$ cat src/rtl/barrett_stream_ctrl.sv
// Streaming front/back end for an external pipelined Barrett divider: issues items,
// tracks them through the fixed divider latency and buffers results in a credited FIFO.
module barrett_stream_ctrl #(
    parameter int M0LEN = 14,
    parameter int SHIFT = 27,
    parameter int LAT   = 4,
    parameter int DEPTH = 8
) (
    input  logic                 clk,
    input  logic                 rst_n,
    input  logic                 in_valid,
    output logic                 in_ready,
    input  logic [2*M0LEN-1:0]   in_dividend,
    input  logic [M0LEN-1:0]     in_m0,
    input  logic [SHIFT-1:0]     in_m0_inv,
    input  logic                 in_last,
    output logic [2*M0LEN-1:0]   bar_dividend,
    output logic [M0LEN-1:0]     bar_m0,
    output logic [SHIFT-1:0]     bar_m0_inverse,
    input  logic [M0LEN-1:0]     bar_quotient,
    input  logic [M0LEN-1:0]     bar_remainder,
    output logic                 out_valid,
    input  logic                 out_ready,
    output logic [M0LEN-1:0]     out_quotient,
    output logic [M0LEN-1:0]     out_remainder,
    output logic                 out_last,
    output logic                 busy
);

    localparam int AW = $clog2(DEPTH);
    localparam int CW = AW + 1;
    localparam int SW = $clog2(DEPTH + LAT + 1);
    localparam int EW = 2 * M0LEN + 1;

    logic [LAT-1:0] vld_sr_r;
    logic [LAT-1:0] last_sr_r;
    logic [EW-1:0]  fifo_r [DEPTH];
    logic [AW-1:0]  wr_ptr_r;
    logic [AW-1:0]  rd_ptr_r;
    logic [CW-1:0]  count_r;

    logic           issue_s;
    logic           push_s;
    logic           pop_s;
    logic [SW-1:0]  inflight_s;
    logic [SW-1:0]  credit_s;
    logic [EW-1:0]  head_s;

    function automatic logic [SW-1:0] popcount(input logic [LAT-1:0] v);
        logic [SW-1:0] n;
        n = '0;
        for (int i = 0; i < LAT; i++) begin
            n = n + SW'(v[i]);
        end
        return n;
    endfunction

    // The divider samples these every edge; only issued cycles are tracked.
    assign bar_dividend   = in_dividend;
    assign bar_m0         = in_m0;
    assign bar_m0_inverse = in_m0_inv;

    assign issue_s = in_valid & in_ready;
    assign push_s  = vld_sr_r[LAT-1];
    assign pop_s   = out_valid & out_ready;

    // Credit and status, derived from registered state only (no path from in_valid/out_ready).
    always_comb begin
        inflight_s = popcount(vld_sr_r);
        credit_s   = SW'(count_r) + inflight_s;
        if (credit_s < SW'(DEPTH)) begin
            in_ready = 1'b1;
        end else begin
            in_ready = 1'b0;
        end
        out_valid = (count_r != '0);
        busy      = (inflight_s != '0) | (count_r != '0);
        head_s    = fifo_r[rd_ptr_r];
    end

    assign out_quotient  = head_s[EW-1 -: M0LEN];
    assign out_remainder = head_s[M0LEN:1];
    assign out_last      = head_s[0];

    // Valid/tag shift register mirroring the divider pipeline.
    always_ff @(posedge clk or negedge rst_n) begin
        if (!rst_n) begin
            vld_sr_r  <= '0;
            last_sr_r <= '0;
        end else begin
            vld_sr_r  <= {vld_sr_r[LAT-2:0], issue_s};
            last_sr_r <= {last_sr_r[LAT-2:0], in_last};
        end
    end

    // Output FIFO: storage, wrapping pointers and occupancy.
    always_ff @(posedge clk or negedge rst_n) begin
        if (!rst_n) begin
            wr_ptr_r <= '0;
            rd_ptr_r <= '0;
            count_r  <= '0;
            for (int i = 0; i < DEPTH; i++) begin
                fifo_r[i] <= '0;
            end
        end else begin
            if (push_s) begin
                fifo_r[wr_ptr_r] <= {bar_quotient, bar_remainder, last_sr_r[LAT-1]};
                wr_ptr_r         <= wr_ptr_r + AW'(1'b1);
            end
            if (pop_s) begin
                rd_ptr_r <= rd_ptr_r + AW'(1'b1);
            end
            case ({push_s, pop_s})
                2'b10:   count_r <= count_r + CW'(1'b1);
                2'b01:   count_r <= count_r - CW'(1'b1);
                default: count_r <= count_r;
            endcase
        end
    end

endmodule

$ cat config.mk
export PLATFORM = sky130hd
export DESIGN_NAME = barrett_stream_ctrl
export DESIGN_NICKNAME = d
export VERILOG_FILES = /design/src/rtl/barrett_stream_ctrl.sv
export SDC_FILE = /design/constraint.sdc
export NUM_CORES = 1
export LEC_CHECK = 0
export ABC_AREA = 1
export BUFFER_PORTS_ARGS = -buffer_cell sky130_fd_sc_hd__clkbuf_2
export CORE_MARGIN = 2
export CORE_UTILIZATION = 25
export DETAILED_ROUTE_END_ITERATION = 10
export PLACE_DENSITY = 0.4
export SYNTH_ARGS = -nofsm -noshare
export SYNTH_HDL_FRONTEND = slang
export SYNTH_SLANG_ARGS = --single-unit
export TNS_END_PERCENT = 10
$ cat constraint.sdc
create_clock -name clk -period 3.58 [get_ports clk]
set_input_delay 0.179 -clock clk [delete_from_list [all_inputs] [get_ports clk]]
set_output_delay 0.179 -clock clk [all_outputs]
set_load 0.005 [all_outputs]
==> impl_metrics.env, run 1 <==
export IMPL_outcome="completed"
export IMPL_placed_area_sq_um=12100
export IMPL_track_usage_pct=13.8
export IMPL_max_vdd_ir_drop_mv=0.448
export IMPL_hold_class="in2reg"
export IMPL_cp_max_fo=6
export IMPL_worst_setup_path_end_kind="output port"
export IMPL_root_buffer="clkbuf_16"
export IMPL_layout_commonest_cell="o21ai_0"
export IMPL_h_tree_depth=1
export IMPL_cap_viol_max_count=0
export IMPL_syn_area_sq_um=11800
export IMPL_postLayoutCellArea_sq_um=13200
export IMPL_finClkSkew_ps=16.5
export IMPL_yosysWarnings=0
export IMPL_seq_area_frac_synth_pct=53.1
export IMPL_slowest_stage="fa_1"
export IMPL_drc_errors=0
export IMPL_first_pass_iters=5
export IMPL_mostFrequentLayoutCells="332 x o21ai_0, 309 x nand2_1, 248 x dfrtp_1, 209 x nor2_1, 63 x clkbuf_2"
export IMPL_die_w_um=221
export IMPL_diodes=0
export IMPL_r2r_start="vld_sr_r[3]$_DFF_PN0_"
export IMPL_fin_crit_ps=3040
export IMPL_cp_top_family="adder cells"
export IMPL_nets=1512
export IMPL_dr_total_vias=9070
export IMPL_io_buffers=64
export IMPL_fp_dieArea_sq_um=48900
export IMPL_synth_distinct_cells=24
export IMPL_worstSkewPairLatency_ps=570
export IMPL_grt_overflow_total=0
export IMPL_ioPinCount=203
export IMPL_clkTransAtPathRegs_ps=60
export IMPL_netlist_area_leader_share_pct=53.1
export IMPL_setup_viol=0
export IMPL_fmax_mhz=329
export IMPL_initial_core_util_pct=25.3
export IMPL_clk_path_buf_depth=3
export IMPL_period_share_pct=84.8
export IMPL_power_leakage_nw=6.14
export IMPL_drive_gt1_share_pct=10.0
export IMPL_crit_arrival_ps=2860
export IMPL_synth_nets=1536
export IMPL_drt_initial_drc_count=634
export IMPL_post_cts_buffers=0
export IMPL_routabilityCongestion=0.700
export IMPL_cts_buffers=31
export IMPL_max_stage_delay_ps=490
export IMPL_synth_area_leaders="dfrtp_1 53%, o21ai_0 14%, nand2_1 10%"
export IMPL_r2r_slack_ps=1200
export IMPL_postRouteAntennaNets=0
export IMPL_cp_num_buf_inv=3
export IMPL_vias_per_cell=4.47
export IMPL_tns_ps=0
export IMPL_power_density_nw_per_um2=985
export IMPL_drt_wl_total_mm=33.3
export IMPL_clock_sinks=250
export IMPL_grt_max_degree=110
export IMPL_postSynthAreaPerCell_sq_um=8.28
export IMPL_synthArstFlopShare_pct=100
export IMPL_tightestPinTransition_ps=939
export IMPL_antenna_found_initial=0
export IMPL_crit_required_ps=3400
export IMPL_dpl_hpwl_mm=18.5
export IMPL_rsz0062_at_grt="false"
export IMPL_hp_start="bar_quotient[9]"
export IMPL_cts_tree="yes"
export IMPL_finalPower_w=0.0130
export IMPL_grt_first_pass_wirelength_mm=54.2
export IMPL_start_kind="register"
export IMPL_synth_cells=1424
export IMPL_die_y_um=221
export IMPL_worstPathCellList="inv_2 -> fa_1 -> inv_1 -> ha_1 -> ha_1 -> ha_1 -> nand4_1 -> nand2_1 -> xor2_1 -> clkbuf_2"
export IMPL_syn_to_final_growth_pct=11.7
export IMPL_crit_top_cell="ha_1"
export IMPL_startpoint="vld_sr_r[3]$_DFF_PN0_"
export IMPL_synth_edf_count=0
export IMPL_synth_top_area_cell="dfrtp_1"
export IMPL_hold_viol=0
export IMPL_coreArea_sq_um=46600
export IMPL_grt_pass1_vias=9307
export IMPL_avgRoutedWirePerCell_um=16.4
export IMPL_row_count=79
export IMPL_finalMaxSlewViolations=0
export IMPL_ys_flop_type="dfrtp_1"
export IMPL_maxSlewHeadroom_pct=37.4
export IMPL_path_class="reg2out"
export IMPL_ys_seq_elements=250
[cells by family (layout without fill, tap and decap cells)]
| logic type | count (synthesis) | after routing | share of synthesized area, % |
|---|---|---|---|
| compound gates | 412 | 412 | 17.5 |
| xor+xnor | 8 | 8 | 0.594 |
| fa+ha+maj | 10 | 10 | 1.12 |
| buf+inv | 209 | 205 | 10.4 |
| flops | 250 | 250 | 53.1 |
| simple gates | 535 | 535 | 17.3 |
[report_power, final]
part | switching (W) | leakage [nW] | total [W] | internal (W)
clock network | 0.00121 | 0.455 | 0.00289 | 0.00168
logic | 0.00304 | 2.75 | 0.00491 | 0.00188
registers | 0.000926 | 2.94 | 0.00517 | 0.00425
[per-stage QoR]
| step | instances | util [%] | worst slack (ps) | hold slack, ps |
|---|---|---|---|---|
| 6_report | 2027 | 28.3 | 543 | 19.2 |
| 5_1_grt | 2027 | 28.3 | 353 | 17.1 |
| 4_1_cts | 2027 | 28.3 | 481 | 2.92 |
| 3_5_place_dp | 1957 | 26.0 | 1120 | 294 |
| 3_3_place_gp | 1957 | 26.0 | 1100 | 293 |
| 2_1_floorplan | 1424 | - | 1320 | -117 |
[worst register-to-register path, cell delays in order (launching register included)]
cell     delay, ps
dfrtp_1        440
inv_2          110
fa_1           490
inv_1           40
ha_1           170
ha_1           200
ha_1           300
a21oi_1        160
nand2_1         80
xor2_1         150
and2_1         140
[what timing repair did]
action	CTS	global route
hold buffers	17	0
gates resized for setup	0	0
hold endpoints to repair	156	0
[worst paths after layout]
kind / to / depth (start not counted)
max in group asynchronous: fifo_r[83]$_DFFE_PN0P_ / 3
worst max-delay path: in_ready / 10
worst max register to register: vld_sr_r[0]$_DFF_PN0_ / 10
min in group asynchronous: last_sr_r[0]$_DFF_PN0_ / 2
worst min register to register: last_sr_r[3]$_DFF_PN0_ / 0
worst min-delay path: fifo_r[24]$_DFFE_PN0P_ / 3
[registers in the layout, indices dropped and copies added (netlist names)]
| name | count |
|---|---|
| last_sr_r | 4 |
| fifo_r | 232 |
| count_r | 4 |
| wr_ptr_r | 3 |
| vld_sr_r | 4 |
| rd_ptr_r | 3 |
[layer usage]
metal / up-vias / routed length (um) / track usage [%]
met3: 34 / 1110 / 2.39
met1: 4395 / 16400 / 19.1
met5: - / 0 / 0
li1: 4496 / - / -
met4: 0 / 549 / 2.97
met2: 145 / 15200 / 22.6
[cell usage after synthesis (6+ instances only)]
library cell / number
clkbuf_1: 43
nor2_1: 209
inv_1: 46
buf_6: 15
a21oi_1: 31
buf_2: 15
o21ai_1: 49
dfrtp_1: 250
buf_4: 83
ha_1: 9
xor2_1: 6
nand2_1: 315
o21ai_0: 332
[final cells by class]
type,count,area [sq um]
clock buffers,47,886
clock inverters,6,33.8
fillers,5049,33400
inverters,48,181
multi-input cells,965,4330
flip-flops and latches,250,6260
well taps,607,759
repair buffers,104,723
Note: power is estimated with default switching activity, not from simulation.
==> run 2, diff against run 1 <==
- PLACE_DENSITY: 0.4 -> 0.41
- clock period: 3.58 -> 2.45 ns (I/O delays scaled with it)
==> impl_metrics.env, run 2 (synthesis results as in run 1) <==
export IMPL_outcome="complete, but fails checks"
export IMPL_violations="setup timing"
export IMPL_path_class="reg2out"
export IMPL_placed_cells=1963
export IMPL_max_vdd_ir_drop_mv=0.544
export IMPL_dpl_hpwl_mm=19.0
export IMPL_diodes=0
export IMPL_fmax_mhz=360
export IMPL_final_fill_count=4986
export IMPL_crit_arrival_ps=2650
export IMPL_tightestPinTransition_ps=613
export IMPL_slowest_stage="fa_1"
export IMPL_clk_path_buf_depth=3
export IMPL_die_w_um=221
export IMPL_postRouteAntennaNets=0
export IMPL_rsz0062_at_grt="true"
export IMPL_max_stage_delay_ps=560
export IMPL_drt_wl_total_mm=33.1
export IMPL_drc_errors=0
export IMPL_nets=1535
export IMPL_grt_overflow_total=0
export IMPL_largest_register="fifo_r"
export IMPL_largest_reg_flops=232
export IMPL_syn_to_final_growth_pct=16.1
export IMPL_coreArea_sq_um=46600
export IMPL_finClkSkew_ps=6.92
export IMPL_worst_setup_path_end_kind="output port"
export IMPL_h_tree_depth=1
export IMPL_setup_viol=1
export IMPL_fp_dieArea_sq_um=48900
export IMPL_grt_pass1_vias=9170
export IMPL_vias_per_cell=4.44
export IMPL_track_usage_pct=13.7
export IMPL_mostFrequentLayoutCells="327 x o21ai_0, 301 x nand2_1, 248 x dfrtp_1, 205 x nor2_1, 62 x clkbuf_2"
export IMPL_postLayoutCellArea_sq_um=13700
export IMPL_antenna_found_initial=0
export IMPL_clock_sinks=250
export IMPL_crit_top_cell="ha_4"
export IMPL_cts_buffers=31
export IMPL_setup_ws_ps=-326
export IMPL_dr_total_vias=9111
export IMPL_drt_initial_drc_count=533
export IMPL_fin_crit_ps=2780
export IMPL_root_buffer="clkbuf_16"
export IMPL_power_density_nw_per_um2=1430
export IMPL_cp_max_fo=2
export IMPL_period_share_pct=113
export IMPL_power_leakage_nw=6.34
export IMPL_hold_viol=0
export IMPL_drive_gt1_share_pct=11.8
export IMPL_grt_first_pass_wirelength_mm=53.8
export IMPL_routabilityCongestion=0.706
export IMPL_cp_top_family="adder cells"
export IMPL_ioPinCount=203
export IMPL_fin_hold_ws_ps=42.9
export IMPL_cp_num_buf_inv=3
export IMPL_first_pass_iters=4
export IMPL_cts_tree="yes"
export IMPL_crit_required_ps=2330
export IMPL_initial_core_util_pct=25.3
export IMPL_tns_ps=-326
export IMPL_layout_commonest_cell="o21ai_0"
export IMPL_finalMaxSlewViolations=0
export IMPL_worstPathCellList="inv_2 -> fa_1 -> inv_2 -> ha_4 -> ha_4 -> ha_4 -> nand4_1 -> nand2_1 -> xor2_1 -> buf_2"
export IMPL_clkTransAtPathRegs_ps=50
export IMPL_cp_depth=10
export IMPL_grt_max_degree=79
export IMPL_worstSkewPairLatency_ps=560
export IMPL_maxSlewHeadroom_pct=59.0
export IMPL_die_y_um=221
export IMPL_row_count=79
export IMPL_hold_class="in2async"
export IMPL_start_kind="register"
export IMPL_reg2regPathDepth=10
export IMPL_cap_viol_max_count=0
export IMPL_fin_cells=2051
export IMPL_avgRoutedWirePerCell_um=16.1
export IMPL_io_buffers=64
export IMPL_placed_area_sq_um=12300
-- run 2: cell count changes in the layout (fill, tap and decap cells not counted), moves of 5 or more --
cell and delta:
buf_12 +13, nand2_2 +8, o21ai_0 -5, o21ai_1 +5
dlygate4sd3_1 +15, nand2_1 -8, buf_4 -7
-- run 2: final timing paths --
path / slack, ps / to / start
max in group asynchronous: 1690 / fifo_r[165]$_DFFE_PN0P_ / rst_n
worst min-delay path: 40 / count_r[0]$_DFFE_PN0P_ / rst_n
min in group clk: 230 / last_sr_r[0]$_DFF_PN0_ / in_last
worst max-delay path: -330 / in_ready / vld_sr_r[0]$_DFF_PN0_
worst min register to register: 350 / last_sr_r[3]$_DFF_PN0_ / last_sr_r[2]$_DFF_PN0_
worst max register to register: 270 / vld_sr_r[0]$_DFF_PN0_ / vld_sr_r[0]$_DFF_PN0_
-- run 2: layout make-up --
cell class	count	area [sq um]	share of cell area [%]
inverters	48	181	1.32
well taps	607	759	5.55
flip-flops and latches	250	6260	45.7
repair buffers	127	1120	8.18
clock inverters	6	57.6	0.420
multi-input cells	965	4410	32.2
clock buffers	48	900	6.57
-- run 2: timing repair --
| action | CTS | global route |
|---|---|---|
| gates resized for setup | 3 | 25 |
| buffers inserted | 2 | 0 |
| endpoints found under the hold margin | 447 | 0 |
| endpoints found under the setup margin | 2 | 17 |
| pin swaps | 4 | 4 |
| hold buffers | 32 | 0 |
-- run 2: metal layers --
| metal | vias up | track usage (%) | part of all wire [%] |
|---|---|---|---|
| met2 | 164 | 22.7 | 46 |
| met4 | 0 | 3.33 | 1.8 |
| met5 | - | 0 | 0 |
| li1 | 4551 | - | - |
| met1 | 4356 | 18.6 | 48 |
| met3 | 40 | 2.18 | 3.6 |
-- run 2: power by group --
part / internal, W / switching, W / leakage (nW)
clock network: 0.00260 / 0.00177 / 0.468
registers: 0.00621 / 0.00114 / 2.94
logic: 0.00309 / 0.00481 / 2.93
-- run 2: through the flow --
step | util [%] | total power, W | worst slack (ps)
after detailed placement | 26.4 | 0.0152 | 109
after global routing | 29.4 | 0.0216 | -467
final | 29.4 | 0.0196 | -326
after floorplan | - | 0.0125 | 187
after global placement | 26.4 | 0.0151 | 150
after CTS | 29.3 | 0.0199 | -444
==> run 3, diff against run 2 <==
- PLACE_DENSITY: 0.41 -> 0.4
- clock period: 2.45 -> 2.8 ns (I/O delays scaled with it)
==> impl_metrics.env, run 3 (synthesis results as in run 1) <==
export IMPL_outcome="complete, but fails checks"
export IMPL_violations="hold timing"
export IMPL_cap_viol_max_count=0
export IMPL_cp_max_fo=2
export IMPL_maxSlewHeadroom_pct=53.1
export IMPL_r2r_start="vld_sr_r[0]$_DFF_PN0_"
export IMPL_die_y_um=221
export IMPL_die_w_um=221
export IMPL_clock_sinks=250
export IMPL_hold_class="in2reg"
export IMPL_clk_path_buf_depth=3
export IMPL_power_density_nw_per_um2=1260
export IMPL_diodes=0
export IMPL_routed_top_layer="met4"
export IMPL_largest_register="fifo_r"
export IMPL_tightestPinTransition_ps=703
export IMPL_antenna_found_initial=0
export IMPL_ioPinCount=203
export IMPL_fin_crit_ps=2780
export IMPL_startpoint="vld_sr_r[0]$_DFF_PN0_"
export IMPL_largest_reg_flops=232
export IMPL_clkTransAtPathRegs_ps=60
export IMPL_fp_dieArea_sq_um=48900
export IMPL_slowest_stage="fa_1"
export IMPL_tns_ps=0
export IMPL_worstPathCellList="inv_2 -> fa_1 -> inv_1 -> ha_2 -> ha_4 -> ha_4 -> nand4_1 -> nand2_1 -> xor2_1 -> buf_2"
export IMPL_start_kind="register"
export IMPL_coreArea_sq_um=46600
export IMPL_finalMaxSlewViolations=0
export IMPL_first_pass_iters=5
export IMPL_worstSkewPairLatency_ps=560
export IMPL_crit_arrival_ps=2640
export IMPL_setup_viol=0
export IMPL_avgRoutedWirePerCell_um=16.6
export IMPL_nets=1528
export IMPL_cts_tree="yes"
export IMPL_dr_total_vias=9069
export IMPL_root_buffer="clkbuf_16"
export IMPL_grt_first_pass_wirelength_mm=54.0
export IMPL_finClkSkew_ps=12.0
export IMPL_drt_initial_drc_count=522
export IMPL_initial_core_util_pct=25.3
export IMPL_worst_setup_path_end_kind="output port"
export IMPL_grt_pass1_vias=9132
export IMPL_max_vdd_ir_drop_mv=0.638
export IMPL_hold_viol=2
export IMPL_mostFrequentLayoutCells="332 x o21ai_0, 309 x nand2_1, 248 x dfrtp_1, 209 x nor2_1, 62 x clkbuf_2"
export IMPL_dpl_hpwl_mm=18.8
export IMPL_io_buffers=64
export IMPL_path_class="reg2out"
export IMPL_crit_top_cell="ha_4"
export IMPL_met3_wirelength_mm=1.33
export IMPL_fmax_mhz=360
export IMPL_syn_to_final_growth_pct=14.4
export IMPL_power_leakage_nw=6.26
export IMPL_row_count=79
export IMPL_postRouteAntennaNets=0
export IMPL_grt_overflow_total=0
export IMPL_routabilityCongestion=0.687
export IMPL_period_share_pct=99.3
export IMPL_hp_start="bar_remainder[11]"
export IMPL_drt_wl_total_mm=33.8
export IMPL_drc_errors=0
export IMPL_placed_cells=1959
export IMPL_vias_per_cell=4.45
export IMPL_cp_num_buf_inv=3
export IMPL_cts_buffers=31
export IMPL_fin_cells=2040
export IMPL_fin_hold_ws_ps=-13.7
export IMPL_layout_commonest_cell="o21ai_0"
export IMPL_max_stage_delay_ps=530
export IMPL_grt_max_degree=118
export IMPL_h_tree_depth=1
export IMPL_drive_gt1_share_pct=10.6
export IMPL_route_met2_wl_mm=15.6
export IMPL_cp_top_family="adder cells"
export IMPL_crit_required_ps=2660
export IMPL_track_usage_pct=13.9
export IMPL_rsz0062_at_grt="true"
export IMPL_wl_met1_mm=16.4
## run 3: area by class of cell
type | instances | area [sq um]
Clock inverter | 2 | 35.0
Multi-Input combinational cell | 965 | 4370
Sequential cell | 250 | 6260
Inverter | 48 | 181
Timing Repair Buffer | 120 | 981
Tap cell | 607 | 759
Clock buffer | 48 | 900
Fill cell | 4996 | 33100
## run 3: final timing paths
check,end,slack [ps],depth (start not counted)
max in group asynchronous,fifo_r[160]$_DFFE_PN0P_,1800,3
min,fifo_r[12]$_DFFE_PN0P_,-10,3
min in group asynchronous,last_sr_r[0]$_DFF_PN0_,190,2
min reg2reg,last_sr_r[1]$_DFF_PN0_,350,0
max reg2reg,vld_sr_r[0]$_DFF_PN0_,650,10
max,in_ready,20,10
## run 3: worst min-delay path: cells and delay by family
kind / cells / cell delay [ps]
compound gates: 1 / 140
buf+inv: 2 / 220
## run 3: timing repair
| item | CTS | global route |
|---|---|---|
| setup endpoints to repair | 1 | 1 |
| hold endpoints to repair | 214 | 0 |
| setup buffers | 2 | 2 |
| pin swaps | 4 | 3 |
| gates resized for setup | 5 | 3 |
| hold buffers | 27 | 0 |
## run 3: where the power goes
part	internal (W)	switching [W]	total (W)
clock network	0.00225	0.00151	0.00377
registers	0.00543	0.000982	0.00641
logic	0.00258	0.00418	0.00676
total	0.0103	0.00668	0.0169
## run 3: routing by layer
| layer | vias to the layer above | global-route usage (%) |
|---|---|---|
| li1 | 4539 | - |
| met1 | 4339 | 19.3 |
| met2 | 154 | 22.4 |
| met3 | 37 | 2.26 |
| met4 | 0 | 3.38 |
| met5 | - | 0 |
## run 3: per-stage QoR
stage / setup slack, ps / cell area [sq um] / total power, W / hold WS (ps) / util (%)
global route: -129 / 13500 / 0.0186 / 7.37 / 29.0
detailed placement: 390 / 12200 / 0.0132 / 212 / 26.2
global placement: 378 / 12200 / 0.0131 / 210 / 26.2
floorplan: 537 / 11800 / 0.0109 / -156 / -
finish: 19.4 / 13500 / 0.0169 / -13.7 / 29.0
CTS: -68.4 / 13500 / 0.0172 / 2.44 / 28.9
